## config.mk

```make
export PLATFORM = sky130hd
export DESIGN_NAME = sync_debounce
export DESIGN_NICKNAME = d
export VERILOG_FILES = /design/src/rtl/sync_debounce.sv
export SDC_FILE = /design/constraint.sdc
export NUM_CORES = 1
export LEC_CHECK = 0
export ABC_AREA = 1
export BUFFER_PORTS_ARGS = -buffer_cell sky130_fd_sc_hd__buf_2
export CELL_PAD_IN_SITES_DETAIL_PLACEMENT = 0
export CELL_PAD_IN_SITES_GLOBAL_PLACEMENT = 2
export CORE_MARGIN = 10
export CORE_UTILIZATION = 32
export DETAILED_ROUTE_END_ITERATION = 10
export GPL_ROUTABILITY_DRIVEN = 0
export PLACE_DENSITY = 0.81
export SLEW_MARGIN = 0
export SYNTH_ARGS = -nofsm -noshare
export SYNTH_HDL_FRONTEND = slang
export SYNTH_SLANG_ARGS = --single-unit
```

## constraint.sdc

```tcl
create_clock -name clk -period 2.1 [get_ports clk]
set_clock_uncertainty 0.15 [all_clocks]
set_input_delay 0.21 -clock clk [delete_from_list [all_inputs] [get_ports clk]]
set_output_delay 0.21 -clock clk [all_outputs]
set_load 0.05 [all_outputs]
```

## src/rtl/sync_debounce.sv

```systemverilog
`default_nettype none
// ============================================================================
//  Module   : sync_debounce
//  Purpose  : Multi-channel input conditioner. Every asynchronous input
//             (photodiode comparator, buttons, mode switches) is brought into
//             the clk domain through a STAGES-deep flop chain. A per-channel
//             stability filter then removes glitches and contact bounce.
//             The block reports the raw synchronised level, the debounced
//             level, and one-cycle edge pulses.
//
//  Ports    : clk      in   1      system clock
//             reset    in   1      synchronous reset, active low
//             async    in   WIDTH  asynchronous raw inputs
//             bypass   in   1      1 = clean copies synced with one edge lag
//             synced   out  WIDTH  last flop of each synchroniser chain
//             clean    out  WIDTH  debounced level
//             rise     out  WIDTH  one-cycle pulse when clean goes 0->1
//             fall     out  WIDTH  one-cycle pulse when clean goes 1->0
//             changed  out  1      OR of all rise and fall bits
//
//  Revision : 1.0  initial release
// ============================================================================
module sync_debounce #(
    parameter int WIDTH    = 4,
    parameter int STAGES   = 2,
    parameter int DEBOUNCE = 16
) (
    input  logic             clk,
    input  logic             reset,
    input  logic [WIDTH-1:0] async,
    input  logic             bypass,
    output logic [WIDTH-1:0] synced,
    output logic [WIDTH-1:0] clean,
    output logic [WIDTH-1:0] rise,
    output logic [WIDTH-1:0] fall,
    output logic             changed
);

    // ------------------------------------------------------------------------
    // Parameter legality. Illegal values stop elaboration.
    // ------------------------------------------------------------------------
    generate
        if (WIDTH < 1) begin : g_bad_width
            $error("sync_debounce: WIDTH must be >= 1");
        end
        if (STAGES < 2) begin : g_bad_stages
            $error("sync_debounce: STAGES must be >= 2");
        end
        if (DEBOUNCE < 1) begin : g_bad_debounce
            $error("sync_debounce: DEBOUNCE must be >= 1");
        end
    endgenerate

    // The guard keeps the width expressions legal long enough for the
    // elaboration errors above to be the ones that are reported.
    localparam int CNT_W = (DEBOUNCE < 1) ? 1 : $clog2(DEBOUNCE + 1);

    // Terminal count: a mismatch seen while the counter holds this value is
    // the DEBOUNCE-th consecutive one, so clean takes the new level.
    localparam logic [CNT_W-1:0] CNT_LAST = CNT_W'((DEBOUNCE < 1) ? 0 : DEBOUNCE - 1);
    localparam logic [CNT_W-1:0] CNT_ONE  = CNT_W'(1);

    // ------------------------------------------------------------------------
    // Synchroniser: STAGES plain flops per channel with nothing in between,
    // so the metastability settling time of each stage is not eroded.
    // Index 0 samples the pins; index STAGES-1 is the synced output.
    // ------------------------------------------------------------------------
    logic [STAGES-1:0][WIDTH-1:0] sync_stage;

    always_ff @(posedge clk) begin
        if (!reset) begin
            sync_stage <= '0;
        end else begin
            sync_stage <= {sync_stage[STAGES-2:0], async};
        end
    end

    assign synced = sync_stage[STAGES-1];

    // ------------------------------------------------------------------------
    // Stability filter, one independent counter per channel. Each channel
    // computes the value clean will take on the coming edge; the edge pulses
    // are derived from that next value so they line up with the clean update.
    // ------------------------------------------------------------------------
    logic [WIDTH-1:0] clean_next;
    logic [WIDTH-1:0] rise_next;
    logic [WIDTH-1:0] fall_next;

    generate
        for (genvar i = 0; i < WIDTH; i++) begin : g_chan
            logic [CNT_W-1:0] cnt;
            logic [CNT_W-1:0] cnt_next;
            logic             level_next;

            always_comb begin
                level_next = clean[i];
                cnt_next   = '0;
                if (bypass) begin
                    // Bypass discards any pending count, so re-enabling the
                    // filter always starts a fresh qualification.
                    level_next = synced[i];
                end else if (synced[i] != clean[i]) begin
                    if (cnt == CNT_LAST) begin
                        level_next = synced[i];
                    end else begin
                        cnt_next = cnt + CNT_ONE;
                    end
                end
                // A matching sample leaves cnt_next at zero, which is what
                // makes any glitch shorter than DEBOUNCE edges vanish.
            end

            always_ff @(posedge clk) begin
                if (!reset) begin
                    cnt <= '0;
                end else begin
                    cnt <= cnt_next;
                end
            end

            assign clean_next[i] = level_next;
            assign rise_next[i]  = level_next & ~clean[i];
            assign fall_next[i]  = ~level_next & clean[i];
        end
    endgenerate

    // ------------------------------------------------------------------------
    // Output registers. Pulses are registered alongside clean so downstream
    // logic sees the new level and its edge flag in the same cycle.
    // ------------------------------------------------------------------------
    always_ff @(posedge clk) begin
        if (!reset) begin
            clean   <= '0;
            rise    <= '0;
            fall    <= '0;
            changed <= 1'b0;
        end else begin
            clean   <= clean_next;
            rise    <= rise_next;
            fall    <= fall_next;
            changed <= |(rise_next | fall_next);
        end
    end

endmodule
`default_nettype wire

```

Yosys cells after proc, flatten, opt, wreduce, memory -nomap -nowiden

Index checks and enable logic that the tools add are counted.

Add/sub/neg operators: 4
Eq/ne operators: 8
Mux-type cells: 12
Bitwise gates (word level): 22
Reductions and logical operators: 5

Operators with widths:

| operator                                                         | count |
|---|---|
| 5-bit by 1-bit adder with 5-bit output (second input constant)   | 4 |
| 5-bit by 4-bit == test with 1-bit output (second input constant) | 4 |
| 4-bit OR reduction                                               | 5 |
| 1-bit inverter                                                   | 13 |
| 1-bit 2-to-1 mux                                                 | 12 |
| 1-bit bitwise AND                                                | 8 |
| 1-bit != test                                                    | 4 |
| 4-bit OR                                                         | 1 |

Register bits: 41
Bits of input ports: 7
Output and inout bits: 17
Word-level logic and storage cells: 61

Logic depth before layout (Yosys ltp)

Gate-level depths: netlist of the first run.

Depth after elaboration: 8
Gate-level depth with buffers: 12
Gate-level depth less buffers: 12

Worst setup path after synthesis of the first run

No wires, ideal clock.

Kind: flip-flop to flip-flop
Start point: register g_chan[2].cnt[0]
End point: register changed
Arrival: 1.606 ns
Data required time: 1.876 ns
Slack: 0.270 ns
Stages on the path, launching flop included: 11
Period minus slack after synthesis: 1.830 ns
Cells stage by stage: dfxtp_1 -> ha_1 -> nand2_1 -> nor2_1 -> ha_1 -> nor2_1 -> nand2_1 -> o21ai_0 -> inv_1 -> ha_1 -> a31oi_1

Cells in the longest elaborated chain, start to end: 8

Ends and longest elaborated chain:

| what                                         | line | RTL |
|---|---|---|
| from (decl)                                  | 91   | `logic [CNT_W-1:0] cnt;` |
| from (signal assigned)                       | 117  | `cnt <= cnt_next;` |
| 5-bit by 4-bit == test with 1-bit output (*) | 103  | `if (cnt == CNT_LAST) begin` |
| 1-bit 2-to-1 mux (*)                         | 103  |  |
| 1-bit 2-to-1 mux (*)                         | 102  | `end else if (synced[i] != clean[i]) begin` |
| 1-bit 2-to-1 mux (*)                         | 98   | `if (bypass) begin` |
| net g_chan[2].level_next                     | 93   | `logic level_next;` |
| 1-bit inverter                               | 123  | `assign fall_next[i] = ~level_next & clean[i];` |
| 1-bit bitwise AND                            | 123  |  |
| 4-bit OR (*)                                 | 141  | `changed <= \|(rise_next \| fall_next);` |
| 4-bit OR reduction (*)                       | 141  |  |
| to (signal assigned)                         | 141  |  |
| to (decl)                                    | 36   | `output logic changed` |

The timed path passes the listed nets; every way through them passes the cells marked *.
A chain may end at the register's enable or synchronous reset.

Worst setup path in the final report of the first run

Start point: register g_chan[0].cnt[0]
End point: register changed

Cells in the longest elaborated chain, start to end: 8

Ends and longest elaborated chain:

| what                                         | line |
|---|---|
| from (decl)                                  | 91 |
| from (signal assigned)                       | 117 |
| 5-bit by 4-bit == test with 1-bit output (*) | 103 |
| 1-bit 2-to-1 mux (*)                         | 103 |
| 1-bit 2-to-1 mux (*)                         | 102 |
| 1-bit 2-to-1 mux (*)                         | 98 |
| net g_chan[0].level_next                     | 93 |
| 1-bit inverter                               | 123 |
| 1-bit bitwise AND                            | 123 |
| 4-bit OR (*)                                 | 141 |
| 4-bit OR reduction (*)                       | 141 |

Marks and branches as above.

==> flow_metrics.env, run 1 <==
export IMPL_drc=0
export IMPL_fin_crit_ps=1950
export IMPL_yosysUniqueCellTypes=12
export IMPL_cp_required_ps=2170
export IMPL_syn_area_um2=1660
export IMPL_ant_nets=0
export IMPL_dr_pass1_iters=4
export IMPL_synth_top_area_share_pct=49.5
export IMPL_reg2reg_to="changed"
export IMPL_placed_cell_area_um2=1830
export IMPL_postLayoutSetupSlackWorst_ps=155
export IMPL_yosys_area_top_type="dfxtp_1"
export IMPL_arrival_ps=2010
export IMPL_setup_tns_ps=0
export IMPL_start_util_pct=32.6
export IMPL_hold_class="in -> reg"
export IMPL_grt_pass1_vias=1230
export IMPL_endpoint_kind="flop"
export IMPL_via_per_inst=3.94
export IMPL_grt_start_max_net_pins=24
export IMPL_antenna_cells=0
export IMPL_ys_seq_elements=41
export IMPL_slew_viol_final=0
export IMPL_coreArea_um2=5070
export IMPL_holdPathStages=3
export IMPL_drive_gt1_share_pct=14.3
export IMPL_num_vias=1215
export IMPL_grt_pass1_wl_um=5210
export IMPL_fp_dieH_um=92.0
export IMPL_slew_headroom_pct=71.3
export IMPL_internal_power_mw=1.08
export IMPL_p_per_area_nw_per_um2=745
export IMPL_p_switching_mw=0.379
export IMPL_post_route_cell_area_um2=1960
export IMPL_holdWs_ps=197
export IMPL_synth_compound_area_share_pct=1.59
export IMPL_cts_max_level=2
export IMPL_drt_total_wl_um=2890
export IMPL_synthToLayoutAreaGrowth_pct=18.5
export IMPL_dp_final_hpwl_um=2150
export IMPL_synth_area_top_cells="dfxtp_1 (50%), ha_1 (12%), nand2_1 (11%)"
export IMPL_worstSetupPathType="reg -> reg"
export IMPL_gr_usage_all_layers_pct=7.63
export IMPL_reg2reg_depth=12
export IMPL_crit_fanout=4
export IMPL_post_cts_repair_setup_buffers=0
export IMPL_synth_top_family_by_area="simple AND/OR/NAND/NOR gates"
export IMPL_setup_viol=0
export IMPL_pwr_share_comb_pct=11.1
export IMPL_period_share_pct=92.6
export IMPL_hold_violations=0
export IMPL_status="finished clean"
export IMPL_timing_fmax_mhz=514
export IMPL_port_buffers=23
export IMPL_clockRootBuffer="clkbuf_8"
export IMPL_synthCells=207
export IMPL_clock_sinks=41
export IMPL_antenna_found_initial=0
export IMPL_synthAdderAreaFrac_pct=12.1
export IMPL_drv_cap=0
export IMPL_synth_seq_area_share_pct=49.5
export IMPL_wire_per_inst_um=9.37
export IMPL_insertion_delay_ps=290
export IMPL_worst_pin_slew_ps=431
export IMPL_cts_buffers=5
export IMPL_hold_end="sync_stage[2]"
export IMPL_min_from="reset"
export IMPL_synthMuxAreaShare_pct=0
export IMPL_synth_area_per_cell_um2=8.00
export IMPL_n_fill_cell=550
export IMPL_pre_cts_ws_ps=103
export IMPL_sequentialPowerShare_pct=55.6
export IMPL_nets=260
export IMPL_cts_tree="done"
export IMPL_synthXorXnorAreaFrac_pct=2.11
export IMPL_switching_share_pct=25.9
export IMPL_vdd_drop_max_mv=0.370
export IMPL_rr_startpoint="g_chan[0].cnt[0]"
export IMPL_dieArea_um2=8450
export IMPL_worstSetupStartpointType="flop"
export IMPL_r2r_slack_ps=150
export IMPL_syn_num_nets=230
export IMPL_clk_pin_slew_ps=70
export IMPL_pwr_share_clk_pct=33.2
export IMPL_synthSimpleGateAreaFrac_pct=22.1
export IMPL_pin_count=24
export IMPL_num_rows=26
export IMPL_die_w_um=92.0
export IMPL_clockBufferDepth=2
export IMPL_drt_initial_drc_count=33
export IMPL_yosys_warnings=0
export IMPL_p_leak_nw=1.02
export IMPL_grt_overflow=0
-- layer usage --
| metal | global-route usage, % | up-vias | routed length [µm] |
|---|---|---|---|
| li1 | - | 672 | - |
| met1 | 8.23 | 516 | 1390 |
| met2 | 12.4 | 20 | 1250 |
| met3 | 3.02 | 7 | 163 |
| met4 | 4.63 | 0 | 78 |
| met5 | 0 | - | 0 |
-- what timing repair did --
item	4_1_cts	5_1_grt
hold buffers	4	0
setup endpoints to repair	0	1
resized for setup	0	6
hold endpoints to repair	4	0
-- worst max path at each step --
stage / cells after the start / slack (ps) / endpoint / start
after detailed placement: 11 / 100 / changed / g_chan[0].cnt[0]
after CTS: 11 / 80 / changed / g_chan[0].cnt[0]
final: 12 / 150 / changed / g_chan[0].cnt[0]
after global routing: 12 / -0.1 / changed / g_chan[0].cnt[0]
after floorplan: 10 / 270 / changed / g_chan[2].cnt[0]
after global placement: 9 / 90 / changed / g_chan[1].cnt[0]
-- cells in the mapped netlist, drive strengths merged --
master	count
dfxtp	41
nand3	4
ha	16
nor2	32
buf	6
o21ai	4
a31oi	1
xnor2	4
inv	44
nand2	47
nand4	8
-- layout make-up --
type / count / area (µm²) / share of cell area, %
multi-input combinational: 116 / 639 / 32.6
timing repair buffer: 29 / 170 / 8.67
inverter: 44 / 165 / 8.41
tap: 70 / 87.6 / 4.46
sequential: 41 / 821 / 41.8
clock buffer: 8 / 80.1 / 4.08
-- layout by cell type, fill, tap and decap left out --
cell,instances
nand3_1,4
nor2_2,3
nor2_1,29
nand2_1,47
o21ai_1,1
ha_1,16
dfxtp_1,41
buf_4,2
clkbuf_1,3
o21ai_0,2
clkbuf_8,5
o21ai_2,1
dlygate4sd3_1,4
xnor2_1,4
inv_1,44
a31oi_1,1
buf_2,23
nand4_1,8
-- worst max-delay path, stage by stage (launching register included) --
cell	delay [ps]
dfxtp_1	340
ha_1	220
nand2_1	70
nor2_1	40
ha_1	170
nor2_1	180
nand2_1	90
o21ai_2	90
inv_1	60
ha_1	260
nand2_1	60
inv_1	40
a31oi_1	110
-- sequential cells by signal, indices dropped and copies added, names as in the netlist --
signal      flops
g_chan.cnt     20
clean           4
fall            4
rise            4
sync_stage      4
synced          4
changed         1
-- stage by stage --
step	instances	util [%]	total power, mW
after floorplan	207	-	0.949
after global placement	296	36.1	0.991
after detailed placement	296	36.1	0.990
after CTS	308	38.5	1.49
after global routing	308	38.7	1.55
final	308	38.7	1.46
-- cells by family (layout without fill, tap and decap cells) --
| group | count (synthesis) | count (layout) |
|---|---|---|
| xor+xnor | 4 | 4 |
| simple gates | 91 | 91 |
| buf+inv | 50 | 81 |
| compound gates | 5 | 5 |
| fa+ha+maj | 16 | 16 |
| flops | 41 | 41 |
-- power groups by stage --
stage,registers [mW],clock network [mW],logic [mW]
after floorplan,0.877,0,0.0722
after global placement,0.833,0,0.158
after detailed placement,0.833,0,0.157
after CTS,0.814,0.516,0.164
after global routing,0.818,0.552,0.182
final,0.814,0.486,0.163
(Power assumes the default switching activity.)
==> inputs of run 2 (changes only) <==
--- a/config.mk
+++ b/config.mk
@@ -7,8 +7,10 @@
 export LEC_CHECK = 0
 export ABC_AREA = 1
 export BUFFER_PORTS_ARGS = -buffer_cell sky130_fd_sc_hd__buf_2
+export CAP_MARGIN = 15
 export CELL_PAD_IN_SITES_DETAIL_PLACEMENT = 0
 export CELL_PAD_IN_SITES_GLOBAL_PLACEMENT = 2
+export CORE_ASPECT_RATIO = 1.1
 export CORE_MARGIN = 10
 export CORE_UTILIZATION = 32
 export DETAILED_ROUTE_END_ITERATION = 10
==> constraint.sdc (replaced) <==
create_clock -name clk -period 2.1 [get_ports clk]
set_clock_uncertainty 0.15 [all_clocks]
set_input_delay 0.21 -clock clk [delete_from_list [all_inputs] [get_ports clk]]
set_output_delay 0.21 -clock clk [all_outputs]
set_load 0.005 [all_outputs]
==> run 2 against run 1 <==
  * Combinational power decreased by 34%
  * Cell count is 3.9% lower
  * Die area about the same
  * Largest power group unchanged
  * Critical path depth decreased by 2
  * Cell area grew 0.70%
  * Fmax rose by 2.5%
  * Register-to-register slack better by 50 ps
  * Non-clock buffer count did not move
  * Setup slack improved by 47 ps
  * Count of clock-buffer cells in the layout decreased by 1
==> flow_metrics.env, run 2 (same netlist as run 1, synthesis figures left out) <==
export IMPL_worstSetupStartpointType="flop"
export IMPL_cts_buffers=5
export IMPL_clockBufferDepth=2
export IMPL_final_cell_mix="nand2_1 (47), inv_1 (44), dfxtp_1 (41)"
export IMPL_post_cts_repair_setup_buffers=0
export IMPL_crit_fanout=4
export IMPL_start_util_pct=33.1
export IMPL_antenna_found_initial=0
export IMPL_coreArea_um2=5000
export IMPL_synthToLayoutAreaGrowth_pct=19.3
export IMPL_insertion_delay_ps=290
export IMPL_fp_dieH_um=95.5
export IMPL_period_share_pct=90.4
export IMPL_num_rows=27
export IMPL_num_vias=1219
export IMPL_grt_pass1_wl_um=5040
export IMPL_arrival_ps=1970
export IMPL_fin_util_pct=39.5
export IMPL_dp_final_hpwl_um=2170
export IMPL_setup_viol=0
export IMPL_wire_per_inst_um=9.99
export IMPL_status="finished clean"
export IMPL_worst_pin_slew_ps=416
export IMPL_timing_fmax_mhz=527
export IMPL_via_per_inst=4.12
export IMPL_clockRootBuffer="clkbuf_8"
export IMPL_drc=0
export IMPL_grt_setup_unrepaired="no"
export IMPL_fin_crit_ps=1900
export IMPL_hold_violations=0
export IMPL_cts_tree="done"
export IMPL_vdd_drop_max_mv=0.315
export IMPL_grt_pass1_vias=1115
export IMPL_slew_headroom_pct=72.3
export IMPL_drt_initial_drc_count=26
export IMPL_grt_start_max_net_pins=24
export IMPL_largest_reg_flops=20
export IMPL_drv_cap=0
export IMPL_total_power_mw=1.49
export IMPL_cp_required_ps=2180
export IMPL_hold_class="in -> reg"
export IMPL_clock_sinks=41
export IMPL_ant_nets=0
export IMPL_setup_tns_ps=0
export IMPL_p_leak_nw=1.04
export IMPL_pin_count=24
export IMPL_drt_total_wl_um=2960
export IMPL_die_w_um=88.6
export IMPL_dieArea_um2=8460
export IMPL_endpoint_kind="flop"
export IMPL_worstSetupPathType="reg -> reg"
export IMPL_final_common_cell="nand2_1"
export IMPL_top_register="g_chan.cnt"
export IMPL_drive_gt1_share_pct=16.0
export IMPL_gr_usage_all_layers_pct=7.80
export IMPL_antenna_cells=0
export IMPL_dr_pass1_iters=2
export IMPL_clk_pin_slew_ps=80
export IMPL_p_per_area_nw_per_um2=752
export IMPL_grt_overflow=0
export IMPL_port_buffers=23
export IMPL_nets=260
export IMPL_slew_viol_final=0
export IMPL_cts_max_level=2
export IMPL_n_fill_cell=525
==> run 2: cell count changes in the layout (fill, tap and decap cells not counted) <==
cell / previous run / this run
o21ai_0: 2 / 0
nor2_4: 0 / 1
o21ai_1: 1 / 3
nor2_1: 29 / 28
clkbuf_1: 3 / 0
clkbuf_8: 5 / 7
clkinv_2: 0 / 1
==> run 2: where the power goes <==
group | switching (mW) | internal [mW]
registers | 0.0137 | 0.801
logic | 0.0605 | 0.0471
clock network | 0.267 | 0.297
total | 0.342 | 1.14
==> run 2: what timing repair did <==
| item | in CTS | in global routing |
|---|---|---|
| resized for setup | 0 | 10 |
| setup endpoints to repair | 0 | 3 |
| hold endpoints to repair | 4 | 0 |
| hold buffers | 4 | 0 |
==> run 2: routing by layer <==
layer | wire, µm | global-route usage, % | up-vias
met5 | 0 | 0 | -
met4 | 50 | 4.45 | 0
met3 | 185 | 3.50 | 4
met2 | 1290 | 12.2 | 21
met1 | 1430 | 8.59 | 524
li1 | - | - | 670
==> run 2: critical path, cell delays in order, from the launching register on <==
cell     delay (ps)
dfxtp_1         340
ha_1            230
nand2_1          70
nor2_1           40
ha_1            200
nor2_4          150
nand2_1          80
o21ai_2          80
inv_1            60
ha_1            280
a31oi_1         150
==> run 2: final timing paths <==
check	start	endpoint	slack (ps)	cells after the start
worst max-delay path	g_chan[2].cnt[0]	changed	200	10
worst min-delay path	reset	fall[3]	180	3
worst min register to register	sync_stage[3]	synced[3]	260	2
worst max register to register	g_chan[2].cnt[0]	changed	200	10
==> run 2: metrics by stage <==
stage	cells	area (µm²)	worst slack, ps	hold slack (ps)
after floorplan	207	1660	270	158
after CTS	296	1960	67.9	177
after global placement	284	1820	87.9	243
after detailed placement	284	1820	74.8	243
after global routing	296	1980	2.08	219
final	296	1980	202	182
==> run 2: final cells by class <==
cell class              instances  area, µm²  share of cell area [%]
multi-input cells             116        647                    32.7
well taps                      58       72.6                    3.67
clock buffers                   7       96.3                    4.87
clock inverters                 1       5.00                   0.253
inverters                      44        165                    8.35
flip-flops and latches         41        821                    41.5
repair buffers                 29        170                    8.61
==> inputs of run 3 (changes only) <==
--- a/config.mk
+++ b/config.mk
@@ -12,10 +12,10 @@
 export CELL_PAD_IN_SITES_GLOBAL_PLACEMENT = 2
 export CORE_ASPECT_RATIO = 1.1
 export CORE_MARGIN = 10
-export CORE_UTILIZATION = 32
+export CORE_UTILIZATION = 29
 export DETAILED_ROUTE_END_ITERATION = 10
 export GPL_ROUTABILITY_DRIVEN = 0
-export PLACE_DENSITY = 0.81
+export PLACE_DENSITY = 0.78
 export SLEW_MARGIN = 0
 export SYNTH_ARGS = -nofsm -noshare
 export SYNTH_HDL_FRONTEND = slang
==> constraint.sdc (replaced) <==
create_clock -name clk -period 1.7 [get_ports clk]
set_clock_uncertainty 0.15 [all_clocks]
set_input_delay 0.17 -clock clk [delete_from_list [all_inputs] [get_ports clk]]
set_output_delay 0.17 -clock clk [all_outputs]
set_load 0.005 [all_outputs]
==> run 3 against run 2 <==
  * Cell area grew 17%
  * Combinational power grew 58%
  * Cell count grew 14%
  * Clock power grew 13%
  * Critical endpoint unchanged
  * Register-to-register slack lost 300 ps
  * Count of clock-buffer cells in the layout is the same
  * The flow now finishes with violations (setup timing)
  * Die area grew 8.1%
  * Critical path depth grew 1
  * Via count grew 7.4%
  * Routed wire length grew 8.6%
==> flow_metrics.env, run 3 (same netlist as run 1, synthesis figures left out) <==
export IMPL_status="finished with violations"
export IMPL_violations="setup timing"
export IMPL_cts_max_level=2
export IMPL_worst_pin_slew_ps=323
export IMPL_seq_area_um2=831
export IMPL_worstSetupPathType="reg -> reg"
export IMPL_rr_startpoint="g_chan[0].cnt[1]"
export IMPL_final_cell_mix="inv_1 (43), nand2_1 (43), dfxtp_1 (33)"
export IMPL_pin_count=24
export IMPL_grt_overflow=0
export IMPL_endpoint_kind="flop"
export IMPL_hold_end="synced[3]"
export IMPL_clockBufferDepth=2
export IMPL_drt_initial_drc_count=53
export IMPL_grt_busiest_layer="met2"
export IMPL_period_share_pct=106
export IMPL_slew_viol_final=0
export IMPL_n_fill_cell=589
export IMPL_clockRootBuffer="clkbuf_8"
export IMPL_r2r_slack_ps=-100
export IMPL_largest_reg_flops=20
export IMPL_drive_gt1_share_pct=34.7
export IMPL_slew_headroom_pct=78.5
export IMPL_p_per_area_nw_per_um2=787
export IMPL_reg2reg_to="changed"
export IMPL_crit_top_cell="inv_1"
export IMPL_clock_sinks=41
export IMPL_fp_dieH_um=99.3
export IMPL_antenna_found_initial=0
export IMPL_cts_tree="done"
export IMPL_insertion_delay_ps=290
export IMPL_place_inst=321
export IMPL_drt_total_wl_um=3210
export IMPL_min_from="reset"
export IMPL_gr_usage_all_layers_pct=7.42
export IMPL_ant_nets=0
export IMPL_postLayoutSetupSlackWorst_ps=-102
export IMPL_via_per_inst=3.88
export IMPL_start_util_pct=30.3
export IMPL_clk_pin_slew_ps=70
export IMPL_crit_fanout=3
export IMPL_wire_per_inst_um=9.53
export IMPL_top_register="g_chan.cnt"
export IMPL_use_met3_pct=2.71
export IMPL_vdd_drop_max_mv=0.299
export IMPL_holdPathStages=3
export IMPL_p_leak_nw=1.15
export IMPL_grt_pass1_vias=1250
export IMPL_multi_input_area_um2=778
export IMPL_num_rows=28
export IMPL_dr_pass1_iters=4
export IMPL_stdcell_count=337
export IMPL_worstSetupStartpointType="flop"
export IMPL_holdWs_ps=104
export IMPL_num_vias=1309
export IMPL_die_w_um=92.1
export IMPL_grt_start_max_net_pins=18
export IMPL_met2_usage_pct=11.6
export IMPL_coreArea_um2=5470
export IMPL_dieArea_um2=9140
export IMPL_timing_fmax_mhz=555
export IMPL_setup_viol=1
export IMPL_port_buffers=23
export IMPL_dp_final_hpwl_um=2310
export IMPL_hold_class="in -> reg"
export IMPL_synthToLayoutAreaGrowth_pct=39.6
export IMPL_arrival_ps=1870
export IMPL_cts_buffers=5
export IMPL_drv_cap=0
export IMPL_cp_required_ps=1770
export IMPL_critPathMaxStageDelay_ps=360
export IMPL_reg2reg_depth=11
export IMPL_fin_crit_ps=1800
export IMPL_cp_cell_sequence="ha_4 > nand2_2 > nor2_2 > ha_2 > nor2_4 > o21ai_2 > inv_1 > ha_1 > nand2_1 > inv_1 > a31oi_1"
export IMPL_hold_violations=0
export IMPL_grt_pass1_wl_um=5480
export IMPL_nets=285
export IMPL_setup_tns_ps=-102
export IMPL_grt_setup_unrepaired="yes"
export IMPL_drc=0
export IMPL_antenna_cells=0
export IMPL_crit_path_top_delay_cell="dfxtp_2"
export IMPL_met1_usage_pct=8.40
==> run 3: changes by cell type in the layout (fill, tap and decap cells not counted), moves of 7 or more <==
cell / change
dfxtp_2: +8
dfxtp_1: -8
buf_4: +25
ha_4: +7
ha_1: -11
==> run 3: critical path, delay by kind of cell, from the launching register on <==
kind	cells	cell delay, ps
flops	1	360
buf+inv	2	90
simple gates	4	260
fa+ha+maj	3	600
compound gates	2	280
==> run 3: stage by stage <==
stage / utilization [%] / instance area (µm²) / power, mW / setup WS, ps
2_1_floorplan: - / 1710 / 1.11 / -42.3
3_3_place_gp: 37.3 / 2040 / 1.18 / -82.1
3_5_place_dp: 37.3 / 2040 / 1.18 / -97.7
4_1_cts: 39.7 / 2170 / 1.84 / -86.9
5_1_grt: 42.3 / 2310 / 1.93 / -244
6_report: 42.3 / 2310 / 1.82 / -102
==> run 3: layer usage <==
metal / vias to the layer above / wire length, µm
met3: 6 / 170
met2: 25 / 1540
li1: 722 / -
met5: - / 0
met4: 0 / 80
met1: 556 / 1420
==> run 3: cell type report <==
class                   instances  share of cell area [%]
inverters                      44                    7.14
repair buffers                 54                    15.5
well taps                      75                    4.06
flip-flops and latches         41                    35.9
clock buffers                   7                    3.73
multi-input cells             116                    33.7
==> run 3: worst max-delay path by stage <==
stage | from | endpoint | slack [ps] | depth (start not counted)
2_1_floorplan | g_chan[1].cnt[1] | changed | -40 | 10
3_3_place_gp | g_chan[0].cnt[1] | changed | -80 | 11
3_5_place_dp | g_chan[3].cnt[1] | changed | -100 | 12
4_1_cts | g_chan[0].cnt[1] | changed | -90 | 11
5_1_grt | g_chan[0].cnt[1] | changed | -240 | 11
6_report | g_chan[0].cnt[1] | changed | -100 | 11
==> run 3: report_power, final <==
group | internal, mW | total, mW | switching (mW) | leakage [nW]
combinational | 0.0840 | 0.171 | 0.0866 | 0.772
clock | 0.322 | 0.640 | 0.318 | 0.0443
sequential | 0.990 | 1.01 | 0.0195 | 0.338
==> run 3: what timing repair did <==
| action | 4_1_cts | 5_1_grt |
|---|---|---|
| resized for setup | 3 | 22 |
| pin swaps | 1 | 17 |
| hold buffers | 4 | 0 |
| endpoints found under the setup margin | 2 | 14 |
| endpoints found under the hold margin | 4 | 0 |
| setup buffers | 0 | 6 |
